===== src/rtl/counter_run_controller.sv =====
// counter_run_controller
//   Sequencing FSM for the debounced up/down display counter. Converts the
//   debounced run/load buttons, the clkdiv tick and the up_down switch into
//   single-cycle commands (step / clear / load) for the BCD counter. It owns
//   run/pause, terminal-count handling and the thousands-digit preset.
//
// Ports
//   clk        in   1   system clock, posedge
//   rst        in   1   synchronous reset, active-low
//   tick       in   1   one-cycle count strobe from clkdiv
//   btn_run    in   1   debounced run/pause button (level)
//   btn_load   in   1   debounced load button (level)
//   up_down    in   1   direction switch, 1 = up
//   data_in    in   4   preset digit for the thousands position
//   count_val  in   CW  current counter value (binary)
//   cnt_en     out  1   one-cycle step command
//   cnt_up     out  1   direction to the counter, 1 = up
//   cnt_clr    out  1   one-cycle clear-to-zero command
//   cnt_load   out  1   one-cycle load command
//   load_val   out  CW  value to load, valid while cnt_load = 1
//   state      out  3   FSM state (debug)
module counter_run_controller #(
  parameter int CW         = 14,
  parameter int MAX_COUNT  = 9999,
  parameter bit WRAP       = 1'b1,
  parameter int LOAD_SCALE = 1000
) (
  input  logic          clk,
  input  logic          rst,
  input  logic          tick,
  input  logic          btn_run,
  input  logic          btn_load,
  input  logic          up_down,
  input  logic [3:0]    data_in,
  input  logic [CW-1:0] count_val,
  output logic          cnt_en,
  output logic          cnt_up,
  output logic          cnt_clr,
  output logic          cnt_load,
  output logic [CW-1:0] load_val,
  output logic [2:0]    state
);

  typedef enum logic [2:0] {
    S_IDLE  = 3'd0,
    S_RUN   = 3'd1,
    S_PAUSE = 3'd2,
    S_LOAD  = 3'd3,
    S_HALT  = 3'd4
  } state_t;

  localparam logic [CW-1:0] MAX_V = CW'(MAX_COUNT);

  state_t state_q;
  logic   run_q;
  logic   load_q;
  logic   run_rise;
  logic   load_rise;

  // Thousands-digit preset; digits above 9 clamp to 9 so the display never
  // shows a non-decimal digit.
  function automatic logic [CW-1:0] preset(input logic [3:0] d);
    logic [3:0]    dig;
    logic [CW-1:0] prod;
    dig  = (d > 4'd9) ? 4'd9 : d;
    prod = CW'(dig) * CW'(LOAD_SCALE);
    return prod;
  endfunction

  // A held button produces exactly one event on its rising edge.
  assign run_rise  = btn_run  & ~run_q;
  assign load_rise = btn_load & ~load_q;
  assign state     = state_q;

  always_ff @(posedge clk) begin
    if (!rst) begin
      state_q  <= S_IDLE;
      run_q    <= 1'b0;
      load_q   <= 1'b0;
      cnt_en   <= 1'b0;
      cnt_clr  <= 1'b0;
      cnt_load <= 1'b0;
      cnt_up   <= 1'b1;
      load_val <= '0;
    end else begin
      run_q    <= btn_run;
      load_q   <= btn_load;
      // Command strobes default low so each lasts exactly one cycle.
      cnt_en   <= 1'b0;
      cnt_clr  <= 1'b0;
      cnt_load <= 1'b0;
      // Direction only changes on a step so it is stable between steps.
      if (tick) cnt_up <= up_down;

      case (state_q)
        // Load lasts one cycle; any events seen during it are dropped.
        S_LOAD: state_q <= S_IDLE;

        S_IDLE, S_RUN, S_PAUSE, S_HALT: begin
          if (load_rise) begin
            state_q  <= S_LOAD;
            cnt_load <= 1'b1;
            load_val <= preset(data_in);
          end else if (run_rise) begin
            case (state_q)
              S_IDLE:  state_q <= S_RUN;
              S_RUN:   state_q <= S_PAUSE;
              S_PAUSE: state_q <= S_RUN;
              default: begin
                // Leaving HALT restarts the count from zero.
                state_q <= S_IDLE;
                cnt_clr <= 1'b1;
              end
            endcase
          end else if (tick && state_q == S_RUN) begin
            if (up_down) begin
              if (count_val < MAX_V) cnt_en  <= 1'b1;
              else if (WRAP)         cnt_clr <= 1'b1;
              else                   state_q <= S_HALT;
            end else begin
              if (count_val != '0) cnt_en <= 1'b1;
              else if (WRAP) begin
                cnt_load <= 1'b1;
                load_val <= MAX_V;
              end else begin
                state_q <= S_HALT;
              end
            end
          end
        end

        default: state_q <= S_IDLE;
      endcase
    end
  end

endmodule


===== config.mk =====
export PLATFORM = sky130hd
export DESIGN_NAME = counter_run_controller
export DESIGN_NICKNAME = d
export VERILOG_FILES = /design/src/rtl/counter_run_controller.sv
export SDC_FILE = /design/constraint.sdc
export NUM_CORES = 1
export LEC_CHECK = 0
export ABC_AREA = 1
export BUFFER_PORTS_ARGS = -buffer_cell sky130_fd_sc_hd__buf_2
export CORE_MARGIN = 2
export CORE_UTILIZATION = 53
export DETAILED_ROUTE_END_ITERATION = 6
export GPL_ROUTABILITY_DRIVEN = 0
export GPL_TIMING_DRIVEN = 1
export PLACE_DENSITY = 0.82
export RECOVER_POWER = 50
export SLEW_MARGIN = 20
export SYNTH_ARGS = -nofsm -noshare
export SYNTH_HDL_FRONTEND = slang
export SYNTH_SLANG_ARGS = --single-unit

===== constraint.sdc =====
create_clock -name clk -period 7.85 [get_ports clk]
set_input_delay 1.9625 -clock clk [delete_from_list [all_inputs] [get_ports clk]]
set_output_delay 1.9625 -clock clk [all_outputs]
set_load 0.02 [all_outputs]

==> impl_metrics.tcl <==
set metrics [dict create \
    start_kind "primary input" \
    min_period_over_period_pct 54.8 \
    cp_common_cell "nand2_1" \
    peakVddDrop_uv 114 \
    fin_area_um2 1660 \
    clock_latency_ns 0.30 \
    core_area_um2 2520 \
    yosysMostFrequentCell "nand2_1" \
    crit-reg2reg-launch "state[0]" \
    synth_common_cells "33 x nand2_1, 30 x inv_1, 24 x nor2_1" \
    overflow 0 \
    synth-edff-count 0 \
    dpl.hpwl_um 2440 \
    vias 1300 \
    ys_top_cells_by_area "dfxtp_1 28%, ha_1 10%, nand2_1 8.7%, inv_1 7.9%, fa_1 7.0%" \
    cts_tree "yes" \
    max_freq_ghz 0.232 \
    num_antenna_cells 0 \
    num_rows 18 \
    antenna_found_initial 0 \
    critPathKind "primary input to flip-flop" \
    power_leakage_nw 0.889 \
    drv_cap 0 \
    ys_seq_elements 20 \
    pwr-share-comb_pct 33.9 \
    layout-drive-gt1-share_pct 23.6 \
    min_from "load_val[5]" \
    place_area_um2 1630 \
    fin_skew_ns 0.00148 \
    critPathBufInv 2 \
    post-cts-setup-buffers 0 \
    root_buffer "clkbuf_4" \
    cts.sinks 20 \
    syn_area_um2 1430 \
    rr_worst_depth 8 \
    yosysWarnings 0 \
    synth_top_area_share_pct 28.0 \
    end_kind "flip-flop" \
    die_h_um 55.9 \
    die_w_um 55.9 \
    wl_um 3060 \
    routedWlPerCell_um 11.6 \
    drcViolationCount 0 \
    critPathLaunch "data_in[1]" \
    cts.path.max_buffers 2 \
    status "complete, no violations" \
    grt_pass1_vias 1260 \
    drtPass1Iterations 5 \
    cp_cell_sequence "clkbuf_1 -> nor2_1 -> nor2_1 -> nor2_1 -> inv_1 -> ha_1 -> ha_1 -> fa_1 -> nand3_1 -> nand3_1 -> nand2_1 -> nand2_1 -> nand2_2 -> nand2_1 -> nand2_1 -> nand3_1 -> a21oi_2" \
    hp-class "flip-flop to flip-flop" \
    pwr-share-clk_pct 28.1 \
    area_growth_pct 15.7 \
    min_path_cells 2 \
    tns_ns 0 \
    path_max_fanout 5 \
    synthFlopType "dfxtp_1" \
    syn-num-nets 235 \
    crit_arrival_ns 4.55 \
    internal_power_mw 0.200 \
    grt_pass1_wl_um 5260 \
    design.die.area_um2 3130 \
    nNetsFinal 275 \
    tightestPinTransition_ns 0.517 \
    rsz0062_at_grt "false" \
    drt-initial-drc-count 22 \
    cellPowerDensity_nw_per_um2 183 \
    cp.depth 17 \
    synth_top_cell_by_area "dfxtp_1" \
    synth_cell_types 34 \
    antenna_left 0 \
    port_buffers 43 \
    power.switching_mw 0.104 \
    cp_data_required_time_ns 8.09 \
    slew_violations 0 \
    h-tree-depth 1 \
    initial_core_util_pct 56.7 \
    p_sw_share_pct 34.2 \
    io_pins 45 \
    setup_viol 0 \
    hold_viol 0 \
    ctsHoldBuffers 0 \
    syn_inst 194 \
    ys_seq_area_share_pct 28.0 \
    clkTransAtPathRegs_ns 0.12 \
    slew_headroom_pct 65.4 \
    cpPeakStageDelay_ns 0.42 \
    drt-vias-per-instance 4.94 \
    async_reset_ff_share_pct 0 \
    cts_resized 0 \
    grt.total_usage_pct 21.1 \
    crit_slowest_cell "fa_1" \
    seqPwrFrac_pct 38.0 \
    avgSynthCellArea_um2 7.37 \
    grt_max_degree 13 \
    cts_buffers 3 \
    cp_top_family "simple AND/OR/NAND/NOR gates" \
    period_needed_ns 4.30 \
]
## through the flow
step                cells  setup WS, ns  util, %  power [mW]  hold slack, ns
finish                263          3.55     65.6       0.303           0.470
detailed placement    259          3.27     64.6       0.221           0.454
global route          263          3.33     65.6       0.325           0.498
CTS                   263          3.57     66.7       0.306           0.472
global placement      259          3.41     64.6       0.219           0.451
floorplan             194          3.66        -       0.193           0.499
## state kept, by name (all words and copies together), names as in the netlist
register / count
cnt_clr: 1
cnt_en: 1
cnt_load: 1
cnt_up: 1
load_q: 1
load_val: 12
run_q: 1
state: 2
## worst paths after layout
path / endpoint / slack, ns
hold reg to reg: load_val[5] / 0.47
setup reg to reg: load_val[7] / 6.39
setup / recovery: load_val[12] / 3.55
hold / removal: load_val[5] / 0.47
## power groups by stage
stage / sequential (mW) / combinational [mW] / clock (mW)
floorplan: 0.127 / 0.0664 / 0
global placement: 0.117 / 0.102 / 0
global route: 0.116 / 0.115 / 0.0938
finish: 0.115 / 0.103 / 0.0851
CTS: 0.115 / 0.104 / 0.0866
detailed placement: 0.117 / 0.103 / 0
## tightest hold or removal path, cell delays in order (launching register included)
cell and delay [ns]:
dfxtp_1 0.33, nand2_1 0.06, a21oi_1 0.05
## layer usage
layer / wire (µm) / GRT usage [%]
met5: 0 / 0
met2: 1470 / 36.4
met4: 33 / 9.18
met3: 157 / 3.95
met1: 1410 / 25.7
## layout make-up
cell class	instances	area, µm²
clock inverters	1	30.0
clock buffers	3	22.5
repair buffers	43	201
well taps	30	37.5
fillers	235	867
flip-flops and latches	20	400
multi-input cells	130	818
inverters	36	145
## logic make-up after synthesis
family / share of synthesized area [%]
flops: 28.0
xor+xnor: 1.23
other cells: 0.262
compound gates: 11.9
simple gates: 27.2
buf+inv: 13.9
fa+ha+maj: 17.5
## layout by cell type (no fill, tap or decap)
| cell type | count |
|---|---|
| a211oi_1 | 1 |
| a21o_1 | 1 |
| a21oi_1 | 14 |
| a21oi_2 | 2 |
| a31oi_1 | 2 |
| buf_2 | 32 |
| bufinv_16 | 1 |
| clkbuf_1 | 11 |
| clkbuf_4 | 3 |
| clkinv_4 | 1 |
| conb_1 | 1 |
| dfxtp_1 | 20 |
| fa_1 | 5 |
| ha_1 | 12 |
| inv_1 | 30 |
| inv_2 | 3 |
| inv_4 | 2 |
| nand2_1 | 34 |
| nand2_2 | 4 |
| nand3_1 | 7 |
| nand3_2 | 1 |
| nand4_1 | 5 |
| nand4_2 | 1 |
| nor2_1 | 26 |
| nor2_2 | 1 |
| nor2_4 | 1 |
| nor2_8 | 1 |
| o211ai_1 | 1 |
| o21ai_0 | 4 |
| o21ai_1 | 2 |
| o21ai_2 | 2 |
| xnor2_1 | 1 |
| xor2_1 | 1 |
Power figures use the tool's default switching activity.
